<file path="config.mk">
export PLATFORM = sky130hd
export DESIGN_NAME = lcd_spi_rx
export DESIGN_NICKNAME = d
export VERILOG_FILES = /design/src/rtl/lcd_rx_pkg.sv /design/src/rtl/lcd_spi_deser.sv /design/src/rtl/lcd_spi_rx.sv
export SDC_FILE = /design/constraint.sdc
export NUM_CORES = 1
export LEC_CHECK = 0
export BUFFER_PORTS_ARGS = -buffer_cell sky130_fd_sc_hd__buf_2
export CORE_UTILIZATION = 30
export DETAILED_ROUTE_END_ITERATION = 10
export GPL_TIMING_DRIVEN = 0
export SYNTH_ARGS = -nofsm -noshare
export SYNTH_HDL_FRONTEND = slang
export SYNTH_SLANG_ARGS = --single-unit
</file>
<file path="constraint.sdc">
create_clock -name clk -period 3.3 [get_ports clk]
set_input_delay 0.495 -clock clk [delete_from_list [all_inputs] [get_ports clk]]
set_output_delay 0.495 -clock clk [all_outputs]
set_load 0.005 [all_outputs]
</file>
<file path="src/rtl/lcd_rx_pkg.sv">
// Shared definitions for the serial LCD link receiver: command opcodes,
// decoder state encoding and RGB565 field widths.
package lcd_rx_pkg;

  localparam logic [7:0] CMD_CASET = 8'h2A;
  localparam logic [7:0] CMD_RASET = 8'h2B;
  localparam logic [7:0] CMD_RAMWR = 8'h2C;

  localparam int RED_W   = 5;
  localparam int GREEN_W = 6;
  localparam int BLUE_W  = 5;

  typedef enum logic [2:0] {
    IDLE,
    PIX_HI,
    PIX_LO,
    WIN_B0,
    WIN_B1,
    WIN_B2,
    WIN_B3
  } rx_state_t;

endpackage

</file>
<file path="src/rtl/lcd_spi_deser.sv">
// Byte deserialiser for the serial LCD link: pin synchronisers, scl rising
// edge detection, MSB-first shift register with 3-bit bit counter, and
// detection of chip-select release in the middle of a byte.
module lcd_spi_deser
  import lcd_rx_pkg::*;
#(
  parameter int SYNC_STAGES = 2
) (
  input  logic       clk,
  input  logic       reset,
  input  logic       sda,
  input  logic       scl,
  input  logic       cs,
  input  logic       rs,
  output logic       byte_valid,
  output logic [7:0] byte_data,
  output logic       byte_is_data,
  output logic       err_abort
);

  logic [SYNC_STAGES-1:0] sda_sync, scl_sync, cs_sync, rs_sync;
  logic       scl_d, cs_d;
  logic [7:0] shift;
  logic [2:0] bit_cnt;
  logic       done, rs_lat;

  logic sda_s, scl_s, cs_s, rs_s;
  logic scl_rise, cs_rise, bit_en, last_bit;

  assign sda_s = sda_sync[SYNC_STAGES-1];
  assign scl_s = scl_sync[SYNC_STAGES-1];
  assign cs_s  = cs_sync[SYNC_STAGES-1];
  assign rs_s  = rs_sync[SYNC_STAGES-1];

  assign scl_rise = scl_s & ~scl_d;
  assign cs_rise  = cs_s & ~cs_d;
  // A bit is still accepted when cs releases on the same cycle as the scl
  // edge, so a byte whose 8th edge coincides with cs release completes.
  assign bit_en   = scl_rise & (~cs_s | cs_rise);
  assign last_bit = bit_en & (bit_cnt == 3'd7);

  // Synchronise pins, shift bits in, and flag complete or aborted bytes.
  always_ff @(posedge clk) begin
    if (reset) begin
      sda_sync     <= '0;
      scl_sync     <= '0;
      cs_sync      <= '0;
      rs_sync      <= '0;
      scl_d        <= 1'b0;
      cs_d         <= 1'b0;
      shift        <= '0;
      bit_cnt      <= '0;
      done         <= 1'b0;
      rs_lat       <= 1'b0;
      byte_valid   <= 1'b0;
      byte_data    <= '0;
      byte_is_data <= 1'b0;
      err_abort    <= 1'b0;
    end else begin
      sda_sync[0] <= sda;
      scl_sync[0] <= scl;
      cs_sync[0]  <= cs;
      rs_sync[0]  <= rs;
      for (int i = 1; i < SYNC_STAGES; i++) begin
        sda_sync[i] <= sda_sync[i-1];
        scl_sync[i] <= scl_sync[i-1];
        cs_sync[i]  <= cs_sync[i-1];
        rs_sync[i]  <= rs_sync[i-1];
      end
      scl_d <= scl_s;
      cs_d  <= cs_s;

      byte_valid <= done;
      done       <= 1'b0;
      err_abort  <= 1'b0;
      if (done) begin
        byte_data    <= shift;
        byte_is_data <= rs_lat;
      end

      if (bit_en) begin
        shift   <= {shift[6:0], sda_s};
        bit_cnt <= bit_cnt + 3'd1;
        if (bit_cnt == 3'd7) begin
          done   <= 1'b1;
          rs_lat <= rs_s;
        end
      end

      // Releasing cs always realigns the byte boundary; a partial byte is lost.
      if (cs_rise) begin
        bit_cnt <= '0;
        if (!last_bit && (bit_cnt != 3'd0 || bit_en))
          err_abort <= 1'b1;
      end
    end
  end

endmodule

</file>
<file path="src/rtl/lcd_spi_rx.sv">
// Receiver for the 4-wire serial LCD link (sda/scl/cs/rs). Deserialises
// bytes, decodes RAMWR and rebuilds RGB565 pixels with their window position.
// Optional feature macro: LCD_RX_WINDOW_EN enables CASET/RASET decoding so
// the pixel window is programmable; without it the window is the full panel.
module lcd_spi_rx
  import lcd_rx_pkg::*;
#(
  parameter int H_RES       = 160,
  parameter int V_RES       = 128,
  parameter int SYNC_STAGES = 2
) (
  input  logic               clk,
  input  logic               reset,
  input  logic               sda,
  input  logic               scl,
  input  logic               cs,
  input  logic               rs,
  output logic               byte_valid,
  output logic [7:0]         byte_data,
  output logic               byte_is_data,
  output logic               pix_valid,
  output logic [RED_W-1:0]   red,
  output logic [GREEN_W-1:0] green,
  output logic [BLUE_W-1:0]  blue,
  output logic [7:0]         hpos,
  output logic [6:0]         vpos,
  output logic               frame_start,
  output logic               frame_done,
  output logic               err_abort
);

  localparam logic [7:0] X_LAST = 8'(H_RES - 1);
  localparam logic [6:0] Y_LAST = 7'(V_RES - 1);

  logic link_abort, fsm_abort;

  lcd_spi_deser #(.SYNC_STAGES(SYNC_STAGES)) u_deser (
    .clk          (clk),
    .reset        (reset),
    .sda          (sda),
    .scl          (scl),
    .cs           (cs),
    .rs           (rs),
    .byte_valid   (byte_valid),
    .byte_data    (byte_data),
    .byte_is_data (byte_is_data),
    .err_abort    (link_abort)
  );

  assign err_abort = link_abort | fsm_abort;

  rx_state_t          state, state_nx;
  logic [7:0]         hi_byte, hi_nx;
  logic [7:0]         pos_x, pos_x_nx;
  logic [6:0]         pos_y, pos_y_nx;
  logic               pix_nx, fs_nx, fd_nx, abort_nx;
  logic [RED_W-1:0]   red_nx;
  logic [GREEN_W-1:0] green_nx;
  logic [BLUE_W-1:0]  blue_nx;
  logic [7:0]         hpos_nx;
  logic [6:0]         vpos_nx;
  logic [7:0]         x_start, x_end;
  logic [6:0]         y_start, y_end;

`ifdef LCD_RX_WINDOW_EN
  logic       win_row, win_row_nx;
  logic [7:0] win_lo, win_lo_nx;
  logic [7:0] x_start_nx, x_end_nx;
  logic [6:0] y_start_nx, y_end_nx;

  // Window bounds and the CASET/RASET capture registers.
  always_ff @(posedge clk) begin
    if (reset) begin
      win_row <= 1'b0;
      win_lo  <= '0;
      x_start <= '0;
      x_end   <= X_LAST;
      y_start <= '0;
      y_end   <= Y_LAST;
    end else begin
      win_row <= win_row_nx;
      win_lo  <= win_lo_nx;
      x_start <= x_start_nx;
      x_end   <= x_end_nx;
      y_start <= y_start_nx;
      y_end   <= y_end_nx;
    end
  end
`else
  assign x_start = '0;
  assign x_end   = X_LAST;
  assign y_start = '0;
  assign y_end   = Y_LAST;
`endif

  // Decoder state, position counters and registered pixel outputs.
  always_ff @(posedge clk) begin
    if (reset) begin
      state       <= IDLE;
      hi_byte     <= '0;
      pos_x       <= '0;
      pos_y       <= '0;
      pix_valid   <= 1'b0;
      red         <= '0;
      green       <= '0;
      blue        <= '0;
      hpos        <= '0;
      vpos        <= '0;
      frame_start <= 1'b0;
      frame_done  <= 1'b0;
      fsm_abort   <= 1'b0;
    end else begin
      state       <= state_nx;
      hi_byte     <= hi_nx;
      pos_x       <= pos_x_nx;
      pos_y       <= pos_y_nx;
      pix_valid   <= pix_nx;
      red         <= red_nx;
      green       <= green_nx;
      blue        <= blue_nx;
      hpos        <= hpos_nx;
      vpos        <= vpos_nx;
      frame_start <= fs_nx;
      frame_done  <= fd_nx;
      fsm_abort   <= abort_nx;
    end
  end

  // Next-state and next-output decode, advanced only by received bytes.
  always_comb begin
    state_nx = state;
    hi_nx    = hi_byte;
    pos_x_nx = pos_x;
    pos_y_nx = pos_y;
    pix_nx   = 1'b0;
    fs_nx    = 1'b0;
    fd_nx    = 1'b0;
    abort_nx = 1'b0;
    red_nx   = red;
    green_nx = green;
    blue_nx  = blue;
    hpos_nx  = hpos;
    vpos_nx  = vpos;
`ifdef LCD_RX_WINDOW_EN
    win_row_nx = win_row;
    win_lo_nx  = win_lo;
    x_start_nx = x_start;
    x_end_nx   = x_end;
    y_start_nx = y_start;
    y_end_nx   = y_end;
`endif
    if (byte_valid) begin
      if (!byte_is_data) begin
        // A command cuts short a pixel or window update in progress.
        if (state != IDLE && state != PIX_HI)
          abort_nx = 1'b1;
        state_nx = IDLE;
        if (byte_data == CMD_RAMWR) begin
          state_nx = PIX_HI;
          pos_x_nx = x_start;
          pos_y_nx = y_start;
          fs_nx    = 1'b1;
        end
`ifdef LCD_RX_WINDOW_EN
        else if (byte_data == CMD_CASET) begin
          state_nx   = WIN_B0;
          win_row_nx = 1'b0;
        end else if (byte_data == CMD_RASET) begin
          state_nx   = WIN_B0;
          win_row_nx = 1'b1;
        end
`endif
      end else begin
        case (state)
          PIX_HI: begin
            hi_nx    = byte_data;
            state_nx = PIX_LO;
          end
          PIX_LO: begin
            pix_nx   = 1'b1;
            red_nx   = hi_byte[7:3];
            green_nx = {hi_byte[2:0], byte_data[7:5]};
            blue_nx  = byte_data[4:0];
            hpos_nx  = pos_x;
            vpos_nx  = pos_y;
            state_nx = PIX_HI;
            if (pos_x == x_end) begin
              pos_x_nx = x_start;
              if (pos_y == y_end) begin
                pos_y_nx = y_start;
                fd_nx    = 1'b1;
              end else begin
                pos_y_nx = pos_y + 7'd1;
              end
            end else begin
              pos_x_nx = pos_x + 8'd1;
            end
          end
`ifdef LCD_RX_WINDOW_EN
          // Only the low byte of each 16-bit coordinate is kept.
          WIN_B0: state_nx = WIN_B1;
          WIN_B1: begin
            win_lo_nx = byte_data;
            state_nx  = WIN_B2;
          end
          WIN_B2: state_nx = WIN_B3;
          WIN_B3: begin
            state_nx = IDLE;
            if (win_row) begin
              y_start_nx = win_lo[6:0];
              y_end_nx   = byte_data[6:0];
            end else begin
              x_start_nx = win_lo;
              x_end_nx   = byte_data;
            end
          end
`endif
          default: state_nx = state;
        endcase
      end
    end
  end

endmodule

</file>
* Yosys cells after proc, flatten, opt, wreduce, memory -nomap -nowiden
Index checks and enable logic that the tools add are counted.
Operators by class: bitwise logic cells 15, equal/unequal tests 10, reduce and logical (&&, ||, !) cells 19, $add $sub $neg 3, mux-type cells 18
Operator list (number):
- 7-bit two-way mux | 5
- 8-bit two-way mux | 4
- 1-bit inverter | 9
- 3-bit AND reduction | 3
- 8-bit by 1-bit adder with 8-bit output, second input constant | 1
- 8-bit by 6-bit equality test with 1-bit output, second input constant | 1
- 8-bit equality test, second input constant | 1
- 7-bit by 1-bit adder with 7-bit output, second input constant | 1
- 7-bit equality test, second input constant | 1
- 1-bit two-way mux | 7
- 3-bit case mux with 2 select lines | 1
- 3-bit nonzero test | 2
- 2-bit OR reduction | 3
- 3-bit OR reduction | 2
- 5-bit OR reduction | 1
- 1-bit bitwise AND | 4
- 2-bit inequality test, second input constant | 2
- 2-bit AND reduction | 2
- 4-bit AND reduction | 1
- 3-bit by 1-bit adder with 3-bit output, second input constant | 1
- 3-bit by 1-bit equality test with 1-bit output, second input constant | 1
- 3-bit by 2-bit equality test with 1-bit output, second input constant | 1
- 3-bit equality test, second input constant | 1
- 3-bit two-way mux | 1
- other kinds (7) | 9
Storage, ports and cells: logic and storage cells 92, bits in registers 95

* Longest topological paths before layout
depth in word-level cells 8, gate-level depth with buffers 8, mapped depth without buffers 6

* By module
From an unflattened synthesis, not the netlist that was laid out.
Second synthesis, totals: cells, all modules 417, area total of the unflattened synthesis 3633.5 µm²
Modules (own cells, without submodules):
- lcd_spi_rx | cells an instance 293, area each 2403.6 µm², instances 1, sequential area each 1201.2 µm²
- lcd_spi_deser | cells an instance 124, area each 1229.9 µm², instances 1, sequential area each 680.7 µm²

* Worst setup path before layout
No wires, ideal clock.
kind reg-to-reg, from register u_deser.byte_data[0], to register pos_y[5], library setup time 0.132 ns, slack 1.319 ns, stages on the path, launching flop included 7, buffers on the path 2, data required time 3.168 ns, data arrival time 1.849 ns, clock period less this slack 1.981 ns, cells stage by stage dfxtp_1 > or4b_4 > o31a_1 > buf_6 > clkbuf_1 > a221oi_1 > a21oi_1
On the way: word-level cells in the longest chain between the ends 3
RTL lines:
- start, declared | RTL line lcd_spi_deser.sv:16 | output logic [7:0] byte_data,
- start signal, assigned | RTL line lcd_spi_deser.sv:77 | byte_data <= shift;
- 8-bit by 6-bit equality test with 1-bit output | RTL line lcd_spi_rx.sv:158 | if (byte_data == CMD_RAMWR) begin
- 2-bit nonzero test (no source line)
- 4-bit AND reduction (no source line)
- end signal, assigned | RTL line lcd_spi_rx.sv:116 | pos_y <= pos_y_nx;
- end, declared | RTL line lcd_spi_rx.sv:55 | logic [6:0] pos_y, pos_y_nx;
Every way passes these cells. A chain may end at the register's enable or synchronous reset.

* Final worst setup path
Same ends and word-level chain as after synthesis.

==> summary.md <==
| Metric | Value |
|---|---|
| Status | finished with violations |
| Failing checks | DRC |
| Post-synthesis sequential area ratio | 0.522 |
| Initial core utilization | 0.311 |
| Synth unique cells | 49 |
| PD cells | slightly above 500 mW/mm^2 |
| Area delta synth->final | 19.9% |
| P_sw | between 0.4 and 0.5 mW |
| Number of vias per cell | 4.78 |
| Die Span X | around 110 um |
| Congestion Overflow GR | 0 |
| Async S/R FF share, synth | 0 |
| Die ar. | 0.0125 mm^2 |
| CTS buffer count | 9 |
| Fmax | 441 MHz |
| CTS resizes | 0 |
| CTS Buffer Depth | 2 |
| Post-route cell area | 0.00432 mm^2 |
| Worst skew pair latency | 0.34 ns |
| Tcrit/Tclk final | 0.687 |
| Avg Cell Area, Syn | around 9.1 um^2 |
| I/O pin cnt | slightly above 50 |
| Worst path required time | 3.50 ns |
| Routed via count | ~2900 |
| Comb pwr share | 0.019 |
| Final setup fails | 0 |
| Worst vdd ir | approximately 0.24 mV |
| Clock power share | 0.456 |
| Starting DRT DRC Count | 112 |
| Clock sinks | 94 |
| Synth Net Count | 412 |
| Hold_buf cts | 0 |
| Layout cells sized above 1 | 0.160 |
| Slew Limit Fails | 0 |
| Synthesized flop and latch total | 94 |
| Clock Pin Slew Worst Setup and Hold Paths | 0.07 ns |
| Top cells by count, synth | dfxtp_1, nand2_1, a21oi_1 |
| Root buffer cell | clkbuf_16 |
| Crit path time final | approximately 2.3 ns |
| Yosys warning count | 0 |
| Number of I/O port buffers | 49 |
| Post-CTS setup buffers | 0 |
| CP Launch Type | register |
| Part of the power in registers | 0.524 |
| Fin. Hold Viols | 0 |
| Cell with the most instances after synthesis | dfxtp_1 |
| LEAKAGE | between 1.5 and 2 nW |
| Core Footprint | 0.0116 mm^2 |
| Chip Height | 112 um |
| Yosys top cell by area | dfxtp_1 |
| H-tree depth | 3 |
| Mapped Area | 0.00360 mm^2 |
| Max Cap Viol | 0 |
| Setup Skew | between 0.007 and 0.008 ns |
| Routed len/inst | between 10 and 15 um |
| Endpoint class of the critical path | register |
| Worst min path class | input port to register |
| Area post-placement | 0.00403 mm^2 |
| Unrepaired setup endpoints after global routing | no |
| CP max FO | 10 |
| Antenna cells | 0 |
| Post-synth EDFFs | 0 |
| DP Wirelength | 5960 um |
| Post-Syn Instances | 398 |
| Antenna violations before repair | 0 |
| Setup_tns | 0 ns |
| Worst Path Arrival | 2.47 ns |
| Worst Tran Pin Value | 0.872 ns |
| Sw Share | 0.222 |
| Maximum number of pins on one net before global-route repair | 18 |
| Nets | 472 |
| DRC | 4 |
| Total internal power | 1.70 mW |
| CTS tree | yes |
| Largest cells by area after synthesis | dfxtp_1, nand2_1, mux2i_1 |
| Final WL | 8200 um |
| Final core utilization | 0.373 |
| Antenna Nets Post-Route | 0 |
| Rows | 39 |
| Gpl congestion | 0.769 |
| DRT Pass-1 Iters | 7 |
| Relative slew slack | 0.414 |
| Vias in the first global route | between 2000 and 3000 |
| First-pass GRT wire length | 13900 um |
| Total GRT Usage | 0.140 |
| Share of the synthesized area in the top cell type | 0.522 |
| Critical path type | register to register |
| Main synth FF type | dfxtp_1 |
| Power, Total | 2.18 mW |
## power groups by stage
stage / sequential [mW] / clock [mW] / combinational (mW)
finish: 1.14 / 0.994 / 0.0420
global route: 1.14 / 1.06 / 0.0470
CTS: 1.14 / 1.02 / 0.0430
detailed placement: 1.17 / 0 / 0.0428
global placement: 1.17 / 0 / 0.0415
floorplan: 1.17 / 0 / 0.0283
## state kept, by name, indices dropped and copies added (netlist names), 2 cells and up
| name | flops |
|---|---|
| vpos | 7 |
| hpos | 8 |
| pos_x | 8 |
| u_deser.cs_sync | 2 |
| u_deser.byte_data | 8 |
| red | 5 |
| u_deser.sda_sync | 2 |
| u_deser.scl_sync | 2 |
| u_deser.bit_cnt | 3 |
| u_deser.shift | 8 |
| u_deser.rs_sync | 2 |
| state | 2 |
| pos_y | 7 |
| hi_byte | 8 |
| green | 6 |
| blue | 5 |
## metal layers
metal  global-route usage  wire length, um
met1                0.174             3920
met2                0.229             3840
met3               0.0261              249
met4               0.0802              191
met5                    0                0
## path summary, 6_finish.rpt
check / endpoint / depth (start not counted) / slack, ns / startpoint
setup reg to reg: pos_y[5] / 6 / 1.03 / u_deser.byte_data[0]
setup / recovery: pos_y[5] / 6 / 1.03 / u_deser.byte_data[0]
hold reg to reg: u_deser.scl_sync[1] / 1 / 0.44 / u_deser.scl_sync[0]
hold / removal: u_deser.sda_sync[0] / 2 / 0.35 / sda
## metrics by stage
| stage | worst slack (ns) | hold WS, ns | instances |
|---|---|---|---|
| after floorplan | 1.32 | 0.414 | 398 |
| after global placement | 1.05 | 0.422 | 590 |
| after detailed placement | 1.04 | 0.425 | 590 |
| after CTS | 1.02 | 0.345 | 606 |
| after global routing | 0.790 | 0.364 | 606 |
| final | 1.03 | 0.354 | 606 |
## worst max-delay path: stages (launching register included)
cell and delay [ns]:
dfxtp_1 0.38, or4b_4 0.58, o31a_1 0.35, buf_6 0.16, clkbuf_1 0.22, a221oi_1 0.33
a21oi_1 0.10
## cell families (layout without fill, tap and decap cells)
| kind of cell | after synthesis | in the layout | share of synthesized area |
|---|---|---|---|
| xor gates and xnor gates | 1 | 1 | 0.00243 |
| and+or+nand+nor | 157 | 157 | 0.203 |
| adders and majority gates | 8 | 8 | 0.0278 |
| DFF | 94 | 94 | 0.522 |
| buffers and inverters | 37 | 102 | 0.0410 |
| AOI/OAI and AO/OA | 74 | 74 | 0.129 |
| muxes | 27 | 27 | 0.0750 |
## cell type report
cell class | instances | area [um^2]
fillers | 1134 | 7250
flip-flops and latches | 94 | 1880
multi-input cells | 267 | 1570
repair buffers | 49 | 245
clock buffers | 10 | 239
well taps | 143 | 179
plain buffers | 25 | 103
clock inverters | 6 | 52.6
inverters | 12 | 45.0
## layout by cell type, fill, tap and decap left out, types with 3 or more instances in the layout
cell type	n
dfxtp_1	94
nand2_1	73
buf_2	50
a21oi_1	44
nor2_1	39
mux2i_1	27
clkbuf_1	22
inv_1	12
nor2b_1	10
nand3_1	9
clkbuf_16	9
ha_1	8
o21ai_0	6
a211oi_1	4
nor4_1	3
or3_1	3
No activity file was read; power rests on OpenSTA's default activity.
